$ cat src/rtl/switch_ingress_arb.sv
// Ingress stage for the address-split switch: two valid/ready producers are
// buffered in per-port FIFOs and merged round-robin onto one registered beat bus.
module switch_ingress_arb #(
    parameter  int ADDR_WIDTH = 8,
    parameter  int DATA_WIDTH = 16,
    parameter  int FIFO_DEPTH = 4,
    localparam int LVL_W      = $clog2(FIFO_DEPTH) + 1
) (
    input  logic                  clk,
    input  logic                  rstn,
    input  logic                  in0_vld,
    output logic                  in0_rdy,
    input  logic [ADDR_WIDTH-1:0] in0_addr,
    input  logic [DATA_WIDTH-1:0] in0_data,
    input  logic                  in1_vld,
    output logic                  in1_rdy,
    input  logic [ADDR_WIDTH-1:0] in1_addr,
    input  logic [DATA_WIDTH-1:0] in1_data,
    output logic                  vld,
    output logic [ADDR_WIDTH-1:0] addr,
    output logic [DATA_WIDTH-1:0] data,
    output logic [LVL_W-1:0]      in0_level,
    output logic [LVL_W-1:0]      in1_level
);

    localparam int                NPORT    = 2;
    localparam int                PTR_W    = $clog2(FIFO_DEPTH);
    localparam int                BEAT_W   = ADDR_WIDTH + DATA_WIDTH;
    localparam logic [LVL_W-1:0]  FULL_LVL = LVL_W'(FIFO_DEPTH);

    logic [BEAT_W-1:0] mem       [NPORT][FIFO_DEPTH];
    logic [PTR_W-1:0]  wr_ptr    [NPORT];
    logic [PTR_W-1:0]  rd_ptr    [NPORT];
    logic [LVL_W-1:0]  level     [NPORT];
    logic [LVL_W-1:0]  level_nxt [NPORT];
    logic [BEAT_W-1:0] in_beat   [NPORT];

    logic [NPORT-1:0]  in_vld;
    logic [NPORT-1:0]  rdy_q;
    logic [NPORT-1:0]  push;
    logic [NPORT-1:0]  pop;
    logic [NPORT-1:0]  nonempty;

    logic              grant_vld_p0;
    logic              grant_port_p0;
    logic [BEAT_W-1:0] head_p0;

    // Port that wins the next cycle in which both FIFOs hold data.
    logic              prio;

    logic                  vld_p1;
    logic [ADDR_WIDTH-1:0] addr_p1;
    logic [DATA_WIDTH-1:0] data_p1;

    always_comb begin
        in_vld     = {in1_vld, in0_vld};
        in_beat[0] = {in0_addr, in0_data};
        in_beat[1] = {in1_addr, in1_data};
        push       = in_vld & rdy_q;
        for (int p = 0; p < NPORT; p++) begin
            nonempty[p] = (level[p] != '0);
        end
    end

    // Stage p0: grant from current occupancy, pop the winner's head.
    always_comb begin
        grant_vld_p0  = 1'b0;
        grant_port_p0 = 1'b0;
        case (nonempty)
            2'b01: begin
                grant_vld_p0  = 1'b1;
                grant_port_p0 = 1'b0;
            end
            2'b10: begin
                grant_vld_p0  = 1'b1;
                grant_port_p0 = 1'b1;
            end
            2'b11: begin
                grant_vld_p0  = 1'b1;
                grant_port_p0 = prio;
            end
            default: begin
                grant_vld_p0  = 1'b0;
                grant_port_p0 = 1'b0;
            end
        endcase

        pop = '0;
        if (grant_vld_p0) begin
            pop[grant_port_p0] = 1'b1;
        end

        head_p0 = mem[grant_port_p0][rd_ptr[grant_port_p0]];

        for (int p = 0; p < NPORT; p++) begin
            level_nxt[p] = level[p] + LVL_W'(push[p]) - LVL_W'(pop[p]);
        end
    end

    always_ff @(posedge clk or negedge rstn) begin
        if (!rstn) begin
            for (int p = 0; p < NPORT; p++) begin
                wr_ptr[p] <= '0;
                rd_ptr[p] <= '0;
                level[p]  <= '0;
            end
            rdy_q   <= '0;
            prio    <= 1'b0;
            vld_p1  <= 1'b0;
            addr_p1 <= '0;
            data_p1 <= '0;
        end else begin
            for (int p = 0; p < NPORT; p++) begin
                if (push[p]) begin
                    wr_ptr[p] <= wr_ptr[p] + PTR_W'(1);
                end
                if (pop[p]) begin
                    rd_ptr[p] <= rd_ptr[p] + PTR_W'(1);
                end
                level[p] <= level_nxt[p];
                rdy_q[p] <= (level_nxt[p] != FULL_LVL);
            end

            // Priority only moves when both ports actually competed.
            if (grant_vld_p0 && (&nonempty)) begin
                prio <= ~grant_port_p0;
            end

            // Stage p1: registered beat to the switch, zero when idle.
            vld_p1 <= grant_vld_p0;
            if (grant_vld_p0) begin
                {addr_p1, data_p1} <= head_p0;
            end else begin
                addr_p1 <= '0;
                data_p1 <= '0;
            end
        end
    end

    always_ff @(posedge clk) begin
        for (int p = 0; p < NPORT; p++) begin
            if (push[p]) begin
                mem[p][wr_ptr[p]] <= in_beat[p];
            end
        end
    end

    assign in0_rdy   = rdy_q[0];
    assign in1_rdy   = rdy_q[1];
    assign vld       = vld_p1;
    assign addr      = addr_p1;
    assign data      = data_p1;
    assign in0_level = level[0];
    assign in1_level = level[1];

endmodule

$ cat config.mk
export PLATFORM = sky130hd
export DESIGN_NAME = switch_ingress_arb
export DESIGN_NICKNAME = d
export VERILOG_FILES = /design/src/rtl/switch_ingress_arb.sv
export SDC_FILE = /design/constraint.sdc
export NUM_CORES = 1
export LEC_CHECK = 0
export BUFFER_PORTS_ARGS = -buffer_cell sky130_fd_sc_hd__buf_2
export CAP_MARGIN = 0
export CORE_ASPECT_RATIO = 0.9
export CORE_UTILIZATION = 44
export CTS_CLUSTER_SIZE = 20
export DETAILED_ROUTE_END_ITERATION = 10
export PLACE_DENSITY = 0.61
export REMOVE_ABC_BUFFERS = 1
export SYNTH_ARGS = -nofsm -noshare
export SYNTH_HDL_FRONTEND = slang
export SYNTH_SLANG_ARGS = --single-unit
$ cat constraint.sdc
create_clock -name clk -period 2.4 [get_ports clk]
set_input_delay 0.48 -clock clk [delete_from_list [all_inputs] [get_ports clk]]
set_output_delay 0.48 -clock clk [all_outputs]
set_load 0.02 [all_outputs]
# Yosys cells after proc, flatten, opt, wreduce, memory -nomap -nowiden
# Memories as Yosys holds them, arrays and structs flattened.
# Cells that the tools add are included.
# op_classes
n_eq_ne	5
addsub	8
shift	0
mul	0
n_div	0
n_mux	21
n_reduce_logical	8
order_cmp	8
bitwise	6
# ops
op	count
$mux W96	2
$demux W24 S2	2
$mux W24	4
$bmux W24 S2	1
$mux W16	1
$ge A3 B3 Y1 const B	3
$not A2 Y3	3
$add A2 B1 Y2 const B	4
$mux W2	4
$mux W8	1
$add A3 B1 Y3	2
$lt A3 B1 Y1 const B	2
$ne A3 B3 Y1 const B	2
$reduce_bool A3 Y1	2
$sub A3 B1 Y3	2
$eq A2 B2 Y1 const B	2
$logic_and A1 B1 Y1	4
$mux W1	4
$reduce_or A3 Y1	1
$and A2 B2 Y2	1
$eq A2 B1 Y1 const B	1
$ge A2 B2 Y1 const B	1
$lt A1 B2 Y1 const B	1
$not A1 Y2	1
5 further kinds	5
# totals
rom_bits	0
output_inout_bits	33
reg_bits	42
ramBits	192
n_memories	1
word_cells	68
inputBits	52
latch_bits	0
# memory_table
name	words	word_bits	rd	rd_clocked_by_memory_dff	wr	line_no	source
mem	2	96	1	0	2	31	logic [BEAT_W-1:0] mem [NPORT][FIFO_DEPTH];

# Longest topological paths before layout
# depth
depth_word	12
ltp_mapped	10
mapped_depth_nobuf	9

# Worst setup path after synthesis
# OpenSTA, ideal clock, no wires.
# synth_timing
path_type	flip-flop to flip-flop
startpoint	register level, in the netlist in1_level[1]
endpoint	register rdy_q[1]
setup_slack_ps	-94
path_buffers	1
t_required_ps	2275
period_less_slack_ps	2494
path_stages_with_launch	11
arrival_ps	2369
setup_time_ps	125
path_cell_list	dfrtp_1 -> or3_4 -> o21ai_4 -> inv_4 -> buf_2 -> ha_1 -> inv_1 -> ha_1 -> fa_1 -> xnor2_1 -> nand2_1
# synth_lines
element	line_no	source
start: declaration	34	logic [LVL_W-1:0] level [NPORT];
start signal: indexed assignment	120	level[p] <= level_nxt[p];
end signal: indexed assignment	121	rdy_q[p] <= (level_nxt[p] != FULL_LVL);
end: declaration	39	logic [NPORT-1:0] rdy_q;

==> run_results.csv <==
group,metric,value,unit
placed_design,routabilityCongestion,0.735,
timing,fin_skew,0.00900,ns
clock_tree,cts-hold-fix-buffers,0,
power,power.leakage,0.00423,uW
global_routing,grt_max_degree,51,
global_routing,antenna_found_initial,4,
final_layout,multi_input_area,0.00211,mm2
floorplanning,io_pins,85,
clock_tree,cts_tree,"done",
status,outcome,"finished clean",
placed_design,pre_cts_ws,0.0975,ns
global_routing,gr-usage-met2,29.0,%
clock_tree,path_clk_slew,0.06,ns
yosys,synth_area,0.00910,mm2
timing,tightestPinTransition,0.707,ns
clock_tree,htreeDepth,1,
timing,setup_tns,0,ns
placed_design,post-dp-hpwl,11.1,mm
final_layout,area_growth,17.2,%
route,drtIter0Drc,315,
hold_path,hold_path_class,"in2async",
setup_path,startpoint,"in1_level[0]",
global_routing,overflow,0,
placed_design,dpl.cell_count,852,
yosys,synth_compound_area_share,3.35,%
yosys,synth.area.mux_share,13.4,%
setup_path,rr_startpoint,"in1_level[0]",
final_layout,final_common_cell,"edfxtp_1",
floorplanning,initial_core_util,45.3,%
setup_path,r2r_slack,0.12,ns
floorplanning,die_y,138,um
final_layout,final_core_util,53.0,%
timing,finalHoldViolations,0,
floorplanning,die-area,0.0213,mm2
global_routing,grt_pass1_wl,28.0,mm
job,drv_cap,0,
final_layout,stdcell_count,895,
timing,relSlewSlack,52.8,%
yosys,syn_area_per_cell,17.7,um2
yosys,synthAdderAreaFrac,2.09,%
global_routing,use_met1,23.5,%
route,firstDrtPassIters,4,
final_layout,nFillCells,1633,
route,via_per_inst,5.18,
global_routing,use_met3,4.11,%
placed_design,port_buffers,84,
setup_path,critPathCaptureType,"flop",
yosys,synth-simple-area-share,3.23,%
final_layout,drive_above_1_share,23.5,%
floorplanning,rows,49,
clock_tree,clock_path_buffers,3,
setup_path,cp-start-kind,"flop",
yosys,syn_inst,513,
floorplanning,core_region_area,0.0201,mm2
yosys,synth_edf_count,192,
setup_path,worstPathArrival,2.65,ns
clock_tree,clk-insertion-delay-late,0.49,ns
clock_tree,cts_inserted_buffers,23,
clock_tree,cts.repair.resized,0,
final_layout,seq_area,0.00682,mm2
yosys,synth_top_family_by_area,"multiplexers",
route,drt-total-wl,17.9,mm
setup_path,worstSetupPathType,"reg2reg",
final_layout,nets,688,
final_layout,final_cell_mix,"edfxtp_1 (192), mux2i_1 (120), buf_2 (84), nand2_1 (55), dfrtp_1 (40)",
yosys,synth_seq_cells,234,
timing,period_needed,2.28,ns
power,powerDensity,1360,mW/mm2
route,ant_nets,0,
timing,worst_slack,0.122,ns
clock_tree,post-cts-setup-buffers,0,
yosys,synth_xor_area_share,1.06,%
setup_path,r2r-end,"rdy_q[1]",
global_routing,track_usage,17.4,%
yosys,ys_warn_count,0,
setup_path,reg2reg_depth,9,
floorplanning,die-width,154,um
yosys,synth_cell_type_count,26,
yosys,ys_seq_area_share,74.9,%
timing,setup_viol,0,
clock_tree,clockRootBuffer,"clkbuf_16",
yosys,synthFlopType,"edfxtp_1",
clock_tree,cts.sinks,234,
setup_path,worst_ep_required_time,2.77,ns
yosys,async_flop_share,17.9,%
power,ir_drop,0.825,mV
timing,rsz0062_at_grt,"false",
route,wl_per_cell,19.9,um
route,drc,0,
timing,clock.fmax,439,MHz
setup_path,crit_fanout,4,
global_routing,grt_pass1_vias,4960,
timing,final.period_utilization,94.9,%
global_routing,busiest_layer,"met2",
timing,slew_violations,0,
route,route.vias.total,4635,
==> worst max-delay path, cell delays in order, from the launching register on <==
cell	delay (ns)
dfrtp_1	0.40
or3_4	0.42
o21ai_4	0.09
inv_4	0.04
ha_1	0.26
inv_1	0.04
ha_1	0.19
fa_1	0.39
xnor2_1	0.24
nand2_1	0.09
==> Yosys cell counts (2+ instances only) <==
master    count  share of area, %
a32o_1       24               2.6
nand2_1      55               2.3
mux2i_1     120                13
nor2_1        3              0.12
and3_1        8              0.55
xnor2_1       8              0.77
ha_1         12               1.6
buf_4         4              0.33
xor2_1        3              0.29
inv_1        11              0.45
buf_6         3              0.37
buf_2         2              0.11
edfxtp_1    192                63
dfrtp_1      42                12
clkbuf_1     13              0.54
mux2_2        2              0.25
fa_1          2              0.44
==> how the worst max path moves through the flow <==
stage	to	slack, ns
5_1_grt	rdy_q[1]	0.004
3_5_place_dp	rdy_q[1]	0.1
2_1_floorplan	rdy_q[1]	-0.73
3_3_place_gp	data[14]	0.20
4_1_cts	rdy_q[1]	0.09
6_report	rdy_q[1]	0.12
==> power by group <==
group / total (uW) / switching [uW] / internal, uW
clock: 3500 / 1400 / 2110
combinational: 5180 / 3080 / 2100
sequential: 5860 / 382 / 5480
total: 14500 / 4860 / 9690
==> final cells by class <==
| type | instances | share of cell area (%) |
|---|---|---|
| Sequential cell | 234 | 64.0 |
| Multi-Input combinational cell | 244 | 19.8 |
| Clock buffer | 35 | 6.20 |
| Timing Repair Buffer | 107 | 5.80 |
| Tap cell | 255 | 2.99 |
| Clock inverter | 6 | 0.775 |
| Inverter | 12 | 0.446 |
| Antenna cell | 2 | 0.0469 |
==> cells by family (layout without fill, tap and decap cells) <==
kind of cell	after synthesis	in the layout
AOI/OAI and AO/OA	28	28
xor gates and xnor gates	11	11
adders and majority gates	14	14
buffers and inverters	35	160
DFF	234	234
muxes	122	122
other	0	2
and+or+nand+nor	69	69
==> metrics by stage <==
| stage | hold WS, ns | cell area [um2] | total power [uW] |
|---|---|---|---|
| 2_1_floorplan | 0.184 | 8970 | 9500 |
| 3_3_place_gp | 0.508 | 9910 | 11000 |
| 3_5_place_dp | 0.509 | 9910 | 11200 |
| 4_1_cts | 0.0180 | 10700 | 14700 |
| 5_1_grt | 0.0326 | 10700 | 15400 |
| 6_report | 0.0189 | 10700 | 14500 |
==> state kept, by name, summed over array words and instances (netlist names) <==
signal,cells
prio,1
in0_level,3
vld,1
rdy_q,2
mem,192
rd_ptr,4
wr_ptr,4
data,16
addr,8
in1_level,3
==> layer usage <==
metal  part of all wire (%)  wire, um  vias up
li1                       -         -     2179
met1                     44      7790     2314
met2                     48      8650      114
met3                    6.4      1150       24
met4                    1.4       244        4
met5                   0.11        20        -
Power figures use the tool's default switching activity.
